### config.mk
export PLATFORM = sky130hd
export DESIGN_NAME = mioc_manchester_dec
export DESIGN_NICKNAME = d
export VERILOG_FILES = /design/src/rtl/mioc_manchester_dec.sv
export SDC_FILE = /design/constraint.sdc
export NUM_CORES = 1
export LEC_CHECK = 0
export ABC_AREA = 1
export BUFFER_PORTS_ARGS = -buffer_cell sky130_fd_sc_hd__buf_4
export CORE_MARGIN = 2
export CORE_UTILIZATION = 40
export CTS_BUF_LIST = sky130_fd_sc_hd__clkbuf_4
export CTS_CLUSTER_DIAMETER = 100
export DETAILED_ROUTE_END_ITERATION = 8
export GPL_ROUTABILITY_DRIVEN = 0
export SETUP_SLACK_MARGIN = 0.4
export SKIP_LAST_GASP = 1
export SYNTH_ARGS = -nofsm -noshare
export SYNTH_HDL_FRONTEND = slang
export SYNTH_SLANG_ARGS = --single-unit
### constraint.sdc
create_clock -name clk -period 3.4 [get_ports clk]
set_input_delay 0.17 -clock clk [delete_from_list [all_inputs] [get_ports clk]]
set_output_delay 0.17 -clock clk [all_outputs]
set_load 0.03 [all_outputs]
### src/rtl/mioc_manchester_dec.sv
// mioc_manchester_dec: Manchester (data XNOR bitclk) line decoder.
// Oversamples the idle-high line, resynchronises on mid-bit transitions,
// recovers LSB-first bytes and presents them on a valid/ready handshake.
// Optional build macro MIOC_MDEC_PARITY_EN adds one even-parity bit after
// data bit 7; a parity mismatch raises code_err and drops the byte.
module mioc_manchester_dec #(
    parameter int OVERSAMPLE = 8
) (
    input  logic       clk,
    input  logic       rst_n,
    input  logic       line_in,
    output logic [7:0] data_out,
    output logic       valid,
    input  logic       ready,
    output logic       busy,
    output logic       code_err,
    output logic       overrun
);

    localparam int N  = OVERSAMPLE;
    localparam int CW = $clog2(N);
    localparam int HW = $clog2(N / 2 + 1);

    localparam logic [CW-1:0] C_A    = CW'(N / 4);
    localparam logic [CW-1:0] C_B    = CW'(3 * N / 4);
    localparam logic [CW-1:0] C_MID  = CW'(N / 2);
    localparam logic [CW-1:0] C_LAST = CW'(N - 1);
    localparam logic [HW-1:0] H_ARM  = HW'(N / 2);

`ifdef MIOC_MDEC_PARITY_EN
    localparam logic [3:0] LAST_BIT = 4'd8;
`else
    localparam logic [3:0] LAST_BIT = 4'd7;
`endif

    localparam logic [1:0] IDLE    = 2'd0;
    localparam logic [1:0] START   = 2'd1;
    localparam logic [1:0] DATA    = 2'd2;
    localparam logic [1:0] DELIVER = 2'd3;

    logic          sync1, sync2, line_d;
    logic [1:0]    state;
    logic [CW-1:0] cnt;
    logic [HW-1:0] hicnt;
    logic [3:0]    bidx;
    logic          samp_a;
    logic [7:0]    shreg;
`ifdef MIOC_MDEC_PARITY_EN
    logic          par;
`endif

    logic line, line_edge, line_fall;

    assign line      = sync2;
    assign line_edge = sync2 ^ line_d;
    assign line_fall = line_d & ~sync2;
    assign busy      = (state != IDLE);

    // Two-flop synchronizer followed by the edge-detect register (idle high).
    always_ff @(posedge clk) begin
        if (!rst_n) begin
            sync1  <= 1'b1;
            sync2  <= 1'b1;
            line_d <= 1'b1;
        end else begin
            sync1  <= line_in;
            sync2  <= sync1;
            line_d <= sync2;
        end
    end

    // Frame FSM: arming, bit timing with mid-bit resync, half-bit sampling.
    always_ff @(posedge clk) begin
        if (!rst_n) begin
            state    <= IDLE;
            cnt      <= '0;
            hicnt    <= '0;
            bidx     <= '0;
            samp_a   <= 1'b0;
            shreg    <= '0;
            code_err <= 1'b0;
`ifdef MIOC_MDEC_PARITY_EN
            par      <= 1'b0;
`endif
        end else begin
            code_err <= 1'b0;
            case (state)
                IDLE: begin
                    cnt  <= '0;
                    bidx <= '0;
                    if (line_fall && hicnt == H_ARM) begin
                        state <= START;
                        hicnt <= '0;
                    end else if (line) begin
                        if (hicnt != H_ARM) hicnt <= hicnt + 1'b1;
                    end else begin
                        hicnt <= '0;
                    end
                end
                START, DATA: begin
                    hicnt <= '0;
                    if (line_edge && cnt > C_A && cnt < C_B)
                        cnt <= C_MID;
                    else if (cnt == C_LAST)
                        cnt <= '0;
                    else
                        cnt <= cnt + 1'b1;

                    if (cnt == C_A) samp_a <= line;

                    if (cnt == C_B) begin
                        if (state == START) begin
                            if (!samp_a && line) begin
                                state <= DATA;
                                bidx  <= '0;
`ifdef MIOC_MDEC_PARITY_EN
                                par   <= 1'b0;
`endif
                            end else begin
                                code_err <= 1'b1;
                                state    <= IDLE;
                            end
                        end else if (samp_a == line) begin
                            code_err <= 1'b1;
                            state    <= IDLE;
                        end else begin
`ifdef MIOC_MDEC_PARITY_EN
                            if (bidx == LAST_BIT) begin
                                if (par ^ samp_a) begin
                                    code_err <= 1'b1;
                                    state    <= IDLE;
                                end else begin
                                    state <= DELIVER;
                                end
                            end else begin
                                shreg <= {samp_a, shreg[7:1]};
                                par   <= par ^ samp_a;
                                bidx  <= bidx + 4'd1;
                            end
`else
                            shreg <= {samp_a, shreg[7:1]};
                            bidx  <= bidx + 4'd1;
                            if (bidx == LAST_BIT) state <= DELIVER;
`endif
                        end
                    end
                end
                DELIVER: begin
                    state <= IDLE;
                    cnt   <= '0;
                end
                default: state <= IDLE;
            endcase
        end
    end

    // Output register and valid/ready handshake with overrun detection.
    always_ff @(posedge clk) begin
        if (!rst_n) begin
            data_out <= '0;
            valid    <= 1'b0;
            overrun  <= 1'b0;
        end else begin
            overrun <= 1'b0;
            if (state == DELIVER) begin
                if (!valid || ready) begin
                    data_out <= shreg;
                    valid    <= 1'b1;
                end else begin
                    overrun <= 1'b1;
                end
            end else if (valid && ready) begin
                valid <= 1'b0;
            end
        end
    end

endmodule

==> results of run 1 <==
-- cells in the final DEF (no fill, tap or decap), drive strengths merged --
cell type	instances
nor2	53
nand2	37
dfxtp	35
inv	28
nand3	18
o21ai	17
buf	15
ha	13
a21oi	9
clkbuf	5
nor3	3
or2	3
nand4	3
bufinv	2
a211oi	1
o22ai	1
clkinvlp	1
dlygate4sd3	1
-- kinds of logic (layout without fill, tap and decap cells) --
kind of cell               after synthesis  after routing
and+or+nand+nor                        117            117
DFF                                     35             35
buffers and inverters                   32             52
AOI/OAI and AO/OA                       28             28
adders and majority gates               13             13
-- worst max-delay path, cell delays in order (launching register included) --
cell     delay [ns]
dfxtp_1        0.42
inv_1          0.10
ha_1           0.45
inv_1          0.17
nand2_1        0.10
nand3_2        0.11
a21oi_1        0.14
nor2_1         0.05
-- final timing paths --
kind / from / end / slack (ns)
worst max-delay path: state[0] / bidx[3] / 1.77
worst min register to register: sync1 / line / 0.44
worst min-delay path: ready / overrun / 0.13
worst max register to register: state[0] / bidx[3] / 1.77
-- layer usage --
layer | track usage [%] | wire, um | vias up
met4 | 5.88 | 44 | 0
li1 | - | - | 748
met1 | 18.7 | 1580 | 621
met5 | 0 | 0 | -
met3 | 4.82 | 150 | 5
met2 | 23.2 | 1430 | 23
-- registers in the layout, summed over array words and instances (netlist names), 2 cells and up --
| signal | flops |
|---|---|
| state | 2 |
| cnt | 3 |
| hicnt | 3 |
| bidx | 4 |
| data_out | 8 |
| shreg | 8 |
-- per-stage QoR --
stage | std cells | hold WS (ns)
after floorplan | 225 | 0.277
after CTS | 294 | 0.0123
after global routing | 295 | 0.116
final | 295 | 0.128
after detailed placement | 286 | 0.371
after global placement | 286 | 0.369
-- cell type report --
cell class | count | area, um^2 | share of cell area (%)
clock inverters | 3 | 67.6 | 3.47
multi-input cells | 158 | 852 | 43.7
flip-flops and latches | 35 | 701 | 36.0
repair buffers | 16 | 123 | 6.29
well taps | 50 | 62.6 | 3.21
clock buffers | 5 | 37.5 | 1.93
inverters | 28 | 105 | 5.39
-- power by group --
part / total [W] / internal (W) / switching (W)
registers: 0.000486 / 0.000453 / 0.0000331
logic: 0.000347 / 0.000127 / 0.000220
clock network: 0.000378 / 0.000229 / 0.000149
total: 0.00121 / 0.000808 / 0.000402
==> flow_summary.toml, run 1 <==
[run_status]
status = "completed"

[floorplan]
die_w_um = 69.1
start_util_pct = 42.0
die_h_um = 69.1
io_pins = 16
core-area_mm2 = 0.00403
die-area_mm2 = 0.00477
rows = 23

[setup_path]
cp-end-kind = "flop"
critPathArrivalTime_ns = 1.89
crit_required_ns = 3.65
reg2reg_depth = 7
worstPathMaxFanout = 8
startpoint_type = "flop"
crit_type = "reg -> reg"

[timing]
hold_violations = 0
maxSlewHeadroom_pct = 81.7
min_period_ns = 1.63
finalSetupViolCount = 0
worst_slack_ns = 1.77
fin_crit_sh_pct = 48.1
tns_ns = 0
slew_viol_final = 0
rsz0062_at_grt = "false"
timing.fmax_mhz = 612
worst_pin_slew_ns = 0.274
skew_ns = 0.0133

[synthesis]
synthTopCellsByArea = "dfxtp_1, nor2_1, ha_1"
synth_top_area_cell = "dfxtp_1"
yosysSeqAreaShare_pct = 41.4
avgSynthCellArea_um2 = 7.53
synthMuxAreaShare_pct = 0
netlist_instances = 225
synth_edf_count = 0
dominantRegCellSynth = "dfxtp_1"
ys_seq_elements = 35
synth_xor_area_share_pct = 0
yosys.area_share.simple_pct = 32.2
synth_common_cells = "nor2_1, dfxtp_1, nand2_1"
synth_top_cell_area_share_pct = 41.4
ys_warn_count = 0
synth-compound-area-share_pct = 8.49
async_flop_share_pct = 0
synth.distinct_cells = 22
synth_area_mm2 = 0.00169
synth_nets = 242
synth_top_family_by_area = "simple AND/OR/NAND/NOR gates"
synth-adder-area-share_pct = 9.60
synth.most_common_cell = "nor2_1"

[place]
portBuffers = 15
hpwl_um = 2320
post_dp_cell_area_mm2 = 0.00183
dp_slack_ns = 1.81

[clock_tree]
clockBufferDepth = 2
clock_latency_ns = 0.34
cts_hold_buf = 0
root_buffer = "clkbuf_4"
tritoncts = "yes"
cts_sinks = 35
cts_resized = 0
postCtsSetupBuffers = 0
cts_buffers = 5
cts_max_level = 2
clk_pin_slew_ns = 0.12

[cells_and_area]
drive_gt1_share_pct = 17.1
layout.nets = 261
fill_cells = 425
num_antenna_cells = 0
final_core_util_pct = 48.4
final_cell_area_mm2 = 0.00195
area_delta_synth_final_pct = 15.0

[route]
viasPerCell = 4.74
drc = 0
routed_wirelength_um = 3210
wl_per_cell_um = 10.9
first_iter_violations = 89
num_vias = 1397
first_pass_iters = 4
ant_nets = 0

[power_and_ir_drop]
cellLeakagePower_nw = 0.939
finalPower_w = 0.00121
vdd_drop_max_v = 0.000256
powerDensity_mw_per_mm2 = 621

[global_route]
grt_overflow = 0
grt_pass1_vias = 1361
grt_max_degree = 28
grt_util_all_layers_pct = 14.8
antenna_found_initial = 0
grt_pass1_wl_um = 5750

[hold_path]
hold_depth = 4
hold_path_class = "in -> reg"

[run]
cap_viol_max_count = 0
Note: power is estimated with default switching activity, not from simulation.
==> run 2: changes to the inputs <==
- clock period: 3.4 -> 1.3 ns (I/O delays scaled with it)
==> run 2 against run 1 <==
The run now ends with negative hold slack, negative setup slack left. Die area unchanged. Combinational power increased to 4.6 times the previous value. Clock skew decreased by 0.0035 ns. Register-to-register slack got worse by 1.8 ns. Clock power increased by 120%. Non-clock buffer count increased by 31. Critical path depth increased by 2. Final cell count increased by 11%. Sequential power increased to 2.7 times the previous value. Setup slack got worse by 1.8 ns. Highest routed layer unchanged.
==> flow_summary.toml, run 2 (synthesis results as in run 1) <==
[run_status]
status = "finished, violations left"
violations = "negative hold slack, negative setup slack"

[setup_path]
critPathArrivalTime_ns = 1.62
worstPathMaxFanout = 8
crit_required_ns = 1.56
cp-end-kind = "flop"
crit_type = "reg -> reg"
startpoint_type = "flop"

[clock_tree]
clock_latency_ns = 0.35
cts_buffers = 5
clockBufferDepth = 2
tritoncts = "yes"
root_buffer = "clkbuf_4"
cts_max_level = 2
cts_hold_buf = 1
cts_sinks = 35
clk_pin_slew_ns = 0.11

[timing]
worst_slack_ns = -0.0674
min_period_ns = 1.37
worst_pin_slew_ns = 0.234
slew_viol_final = 0
timing.fmax_mhz = 731
finalSetupViolCount = 4
fin_crit_sh_pct = 105
rsz0062_at_grt = "true"
hold_violations = 2
whs_ns = -0.0279
maxSlewHeadroom_pct = 84.4
skew_ns = 0.00984
tns_ns = -0.179

[cells_and_area]
fill_cells = 380
drive_gt1_share_pct = 50.0
layout_commonest_cell = "nor2_1"
final_cell_mix = "nor2_1, buf_4, nand2_1, dfxtp_1, buf_6"
final_cell_count_no_fill = 326
top_regs = "data_out: 8 flops, shreg: 8 flops, bidx: 4 flops"
final_cell_area_mm2 = 0.00249
num_antenna_cells = 0
layout.nets = 292
area_delta_synth_final_pct = 47.3

[floorplan]
io_pins = 16
rows = 23
start_util_pct = 42.0
die_h_um = 69.1
die_w_um = 69.1
die-area_mm2 = 0.00477
core-area_mm2 = 0.00403

[power_and_ir_drop]
cellLeakagePower_nw = 1.12
vdd_drop_max_v = 0.000790
powerDensity_mw_per_mm2 = 1480
finalPower_w = 0.00370

[route]
routed_wirelength_um = 3880
wl_per_cell_um = 11.9
num_vias = 1567
drc = 0
ant_nets = 0
viasPerCell = 4.81
first_pass_iters = 4
first_iter_violations = 53

[run]
cap_viol_max_count = 0

[global_route]
grt_pass1_vias = 1571
grt_overflow = 0
antenna_found_initial = 0
grt_pass1_wl_um = 6760
grt_util_all_layers_pct = 17.3
grt_max_degree = 22

[place]
dp_slack_ns = -0.0412
dp_cells = 294
hpwl_um = 2380
post_dp_cell_area_mm2 = 0.00199
portBuffers = 15

[hold_path]
hold_path_class = "in -> reg"
[run 2: repair_timing]
item / 4_1_cts / 5_1_grt
buffers inserted: 16 / 7
hold endpoints to repair: 6 / 2
pin swaps: 17 / 11
endpoints found under the setup margin: 44 / 44
gates resized for setup: 61 / 23
[run 2: final timing paths]
| path | start | end | slack (ns) | cells after the start |
|---|---|---|---|---|
| max reg2reg | state[1] | state[1] | -0.07 | 9 |
| min | rst_n | data_out[2] | -0.03 | 3 |
| max | state[1] | state[1] | -0.07 | 9 |
| min reg2reg | sync1 | line | 0.43 | 1 |
[run 2: metrics by stage]
step	hold WS, ns	util [%]
2_1_floorplan	0.172	-
6_report	-0.0279	61.9
5_1_grt	-0.0295	61.9
3_3_place_gp	0.257	49.3
4_1_cts	-0.0206	59.0
3_5_place_dp	0.256	49.3
[run 2: per-layer routing]
layer,share of wire [%],wire length (um),vias up,track usage [%]
met5,0,0,-,0
met4,1.9,74,0,8.50
met3,3.8,149,8,4.24
met2,47,1840,29,27.5
met1,47,1810,716,21.7
li1,-,-,814,-
[run 2: layout make-up]
| type | count | area, um^2 | share of cell area [%] |
|---|---|---|---|
| multi-input combinational | 158 | 1050 | 42.3 |
| clock inverter | 2 | 37.5 | 1.50 |
| sequential | 35 | 734 | 29.4 |
| clock buffer | 6 | 45.0 | 1.81 |
| inverter | 28 | 133 | 5.32 |
| tap | 50 | 62.6 | 2.51 |
| timing repair buffer | 47 | 428 | 17.2 |
[run 2: critical path: stages, from the launching register on]
cell and delay [ns]:
dfxtp_4 0.38, inv_4 0.05, ha_4 0.33, nand2_4 0.07, nor2_1 0.09, nand2_1 0.09, nand3_2 0.09, nand2_1 0.06
inv_2 0.06, nor2_2 0.04
[run 2: report_power, final]
| group | switching (W) | internal, W | total [W] |
|---|---|---|---|
| combinational | 0.000833 | 0.000748 | 0.00158 |
| clock | 0.000387 | 0.000426 | 0.000814 |
| sequential | 0.0000980 | 0.00121 | 0.00131 |
| total | 0.00132 | 0.00238 | 0.00370 |
==> run 3: changes to the inputs <==
- BUFFER_PORTS_ARGS: -buffer_cell sky130_fd_sc_hd__buf_4 -> -buffer_cell sky130_fd_sc_hd__buf_2
==> run 3 against run 2 <==
The run ends with negative setup slack left. Fmax up 3.0%. Clock-buffer cell count increased by 1. Hold slack improved by 0.033 ns. Critical endpoint is now state[0]. Highest routed layer unchanged. Sequential cell count is the same. Final area is 8.9% lower. First-iteration DRC count decreased by 36%. Register-to-register slack better by 0.04 ns. Sequential power is essentially flat. Core utilization fell by 5.5 points.
==> flow_summary.toml, run 3 (synthesis results as in run 1) <==
[power_and_ir_drop]
switchingPower_w = 0.00120
pwr-share-clk_pct = 19.0
cellLeakagePower_nw = 1.04
intPower_w = 0.00204
powerDensity_mw_per_mm2 = 1430
combPwrFrac_pct = 40.5
seqPwrFrac_pct = 40.4
switching_share_pct = 37.0
vdd_drop_max_v = 0.000760

[setup_path]
reg2reg_depth = 9
startpoint_type = "flop"
crit-reg2reg-launch = "state[0]"
crit_type = "reg -> reg"
rrSetupSlack_ns = -0.03
r2r_end = "state[0]"
critPathArrivalTime_ns = 1.58
worstPathMaxFanout = 7
cp-end-kind = "flop"
crit_required_ns = 1.55

[clock_tree]
clockBufferDepth = 2
cts_buffers = 5
clock_latency_ns = 0.34
clk_pin_slew_ns = 0.10
tritoncts = "yes"
cts_sinks = 35
cts_max_level = 2
root_buffer = "clkbuf_4"

[timing]
rsz0062_at_grt = "true"
min_period_ns = 1.33
timing.fmax_mhz = 754
hold_violations = 0
slew_viol_final = 0
fin_crit_sh_pct = 102
finalSetupViolCount = 3
skew_ns = 0.00493
tns_ns = -0.0539
maxSlewHeadroom_pct = 84.0
worst_pin_slew_ns = 0.239
worst_slack_ns = -0.0270

[hold_path]
hp-start = "ready"
hold_end = "overrun"
hold_depth = 4
hold_path_class = "in -> reg"

[floorplan]
die_w_um = 69.1
die_h_um = 69.1
die-area_mm2 = 0.00477
io_pins = 16
core-area_mm2 = 0.00403
start_util_pct = 42.0
rows = 23

[place]
portBuffers = 15
hpwl_um = 2440

[route]
first_pass_iters = 4
first_iter_violations = 34
viasPerCell = 4.71
num_vias = 1480
wl_per_cell_um = 11.6
routed_wirelength_um = 3630
drc = 0
ant_nets = 0

[cells_and_area]
area_delta_synth_final_pct = 34.1
final_cell_mix = "nor2_1, nand2_1, dfxtp_1, buf_4, dfxtp_2"
layout_commonest_cell = "nor2_1"
drive_gt1_share_pct = 40.2
final_core_util_pct = 56.4
fill_cells = 394
layout.nets = 280
num_antenna_cells = 0
top_regs = "data_out: 8 flops, shreg: 8 flops, bidx: 4 flops"

[global_route]
grt_util_all_layers_pct = 15.6
grt_max_degree = 22
grt_pass1_wl_um = 5940
grt_overflow = 0
grt_pass1_vias = 1354
antenna_found_initial = 0

[run_status]
status = "finished, violations left"
violations = "negative setup slack"

[run]
cap_viol_max_count = 0
run 3: cell count changes in the layout (fill, tap and decap cells not counted), sizes merged:
| cell | change |
|---|---|
| clkinvlp | -1 |
| dlygate4sd3 | +2 |
| clkinv | +1 |
| clkbuf | +1 |
| bufinv | -1 |
| buf | -14 |
run 3: power by group through the flow:
stage	logic, W	registers (W)	clock network [W]
2_1_floorplan	0.000766	0.00134	0
3_3_place_gp	0.000984	0.00130	0
3_5_place_dp	0.000991	0.00131	0
4_1_cts	0.00114	0.00130	0.000643
5_1_grt	0.00148	0.00133	0.000676
6_report	0.00131	0.00131	0.000618
run 3: worst max-delay path, stage by stage, from the launching register on:
cell	delay, ns
dfxtp_4	0.39
inv_4	0.05
ha_4	0.33
nand2_4	0.09
nor2_4	0.08
nand2_2	0.07
nand3_2	0.08
nand2_1	0.05
nand2_1	0.05
nor2_1	0.03
run 3: worst max path at each step:
stage	startpoint	to	slack [ns]	cells past startpoint
3_3_place_gp	state[0]	state[0]	-0.03	9
3_5_place_dp	state[0]	state[0]	-0.05	9
5_1_grt	state[0]	state[0]	-0.12	9
4_1_cts	state[0]	state[0]	-0.02	9
6_report	state[0]	state[0]	-0.03	9
2_1_floorplan	state[0]	state[0]	0.03	10
run 3: layout make-up:
class                      instances  area [um^2]  area share [%]
multi-input combinational        158          990            43.6
timing repair buffer              35          312            13.7
clock buffer                       7         52.6            2.31
sequential                        35          731            32.2
tap                               50         62.6            2.75
clock inverter                     1         5.00           0.220
inverter                          28          120            5.29
run 3: repair_timing:
item | in CTS | in global routing
resized for setup | 39 | 26
hold buffers | 3 | 0
pin swaps | 6 | 8
setup buffers | 8 | 2
hold endpoints to repair | 5 | 0
endpoints found under the setup margin | 44 | 44
run 3: routing by layer:
| metal | track usage [%] | routed length [um] | vias to the layer above |
|---|---|---|---|
| met1 | 19.5 | 1730 | 660 |
| met2 | 24.5 | 1700 | 23 |
| met3 | 4.53 | 132 | 7 |
| li1 | - | - | 790 |
| met4 | 7.41 | 73 | 0 |
| met5 | 0 | 0 | - |
run 3: through the flow:
stage	hold slack, ns	worst slack (ns)	cell area [um^2]	std cells	power, W
after detailed placement	0.254	-0.0486	1930	293	0.00230
final	0.00486	-0.0270	2270	314	0.00324
after global routing	0.0408	-0.122	2270	314	0.00349
after CTS	-0.000961	-0.0164	2170	312	0.00309
after global placement	0.251	-0.0282	1930	293	0.00229
after floorplan	0.172	0.0261	1770	225	0.00211
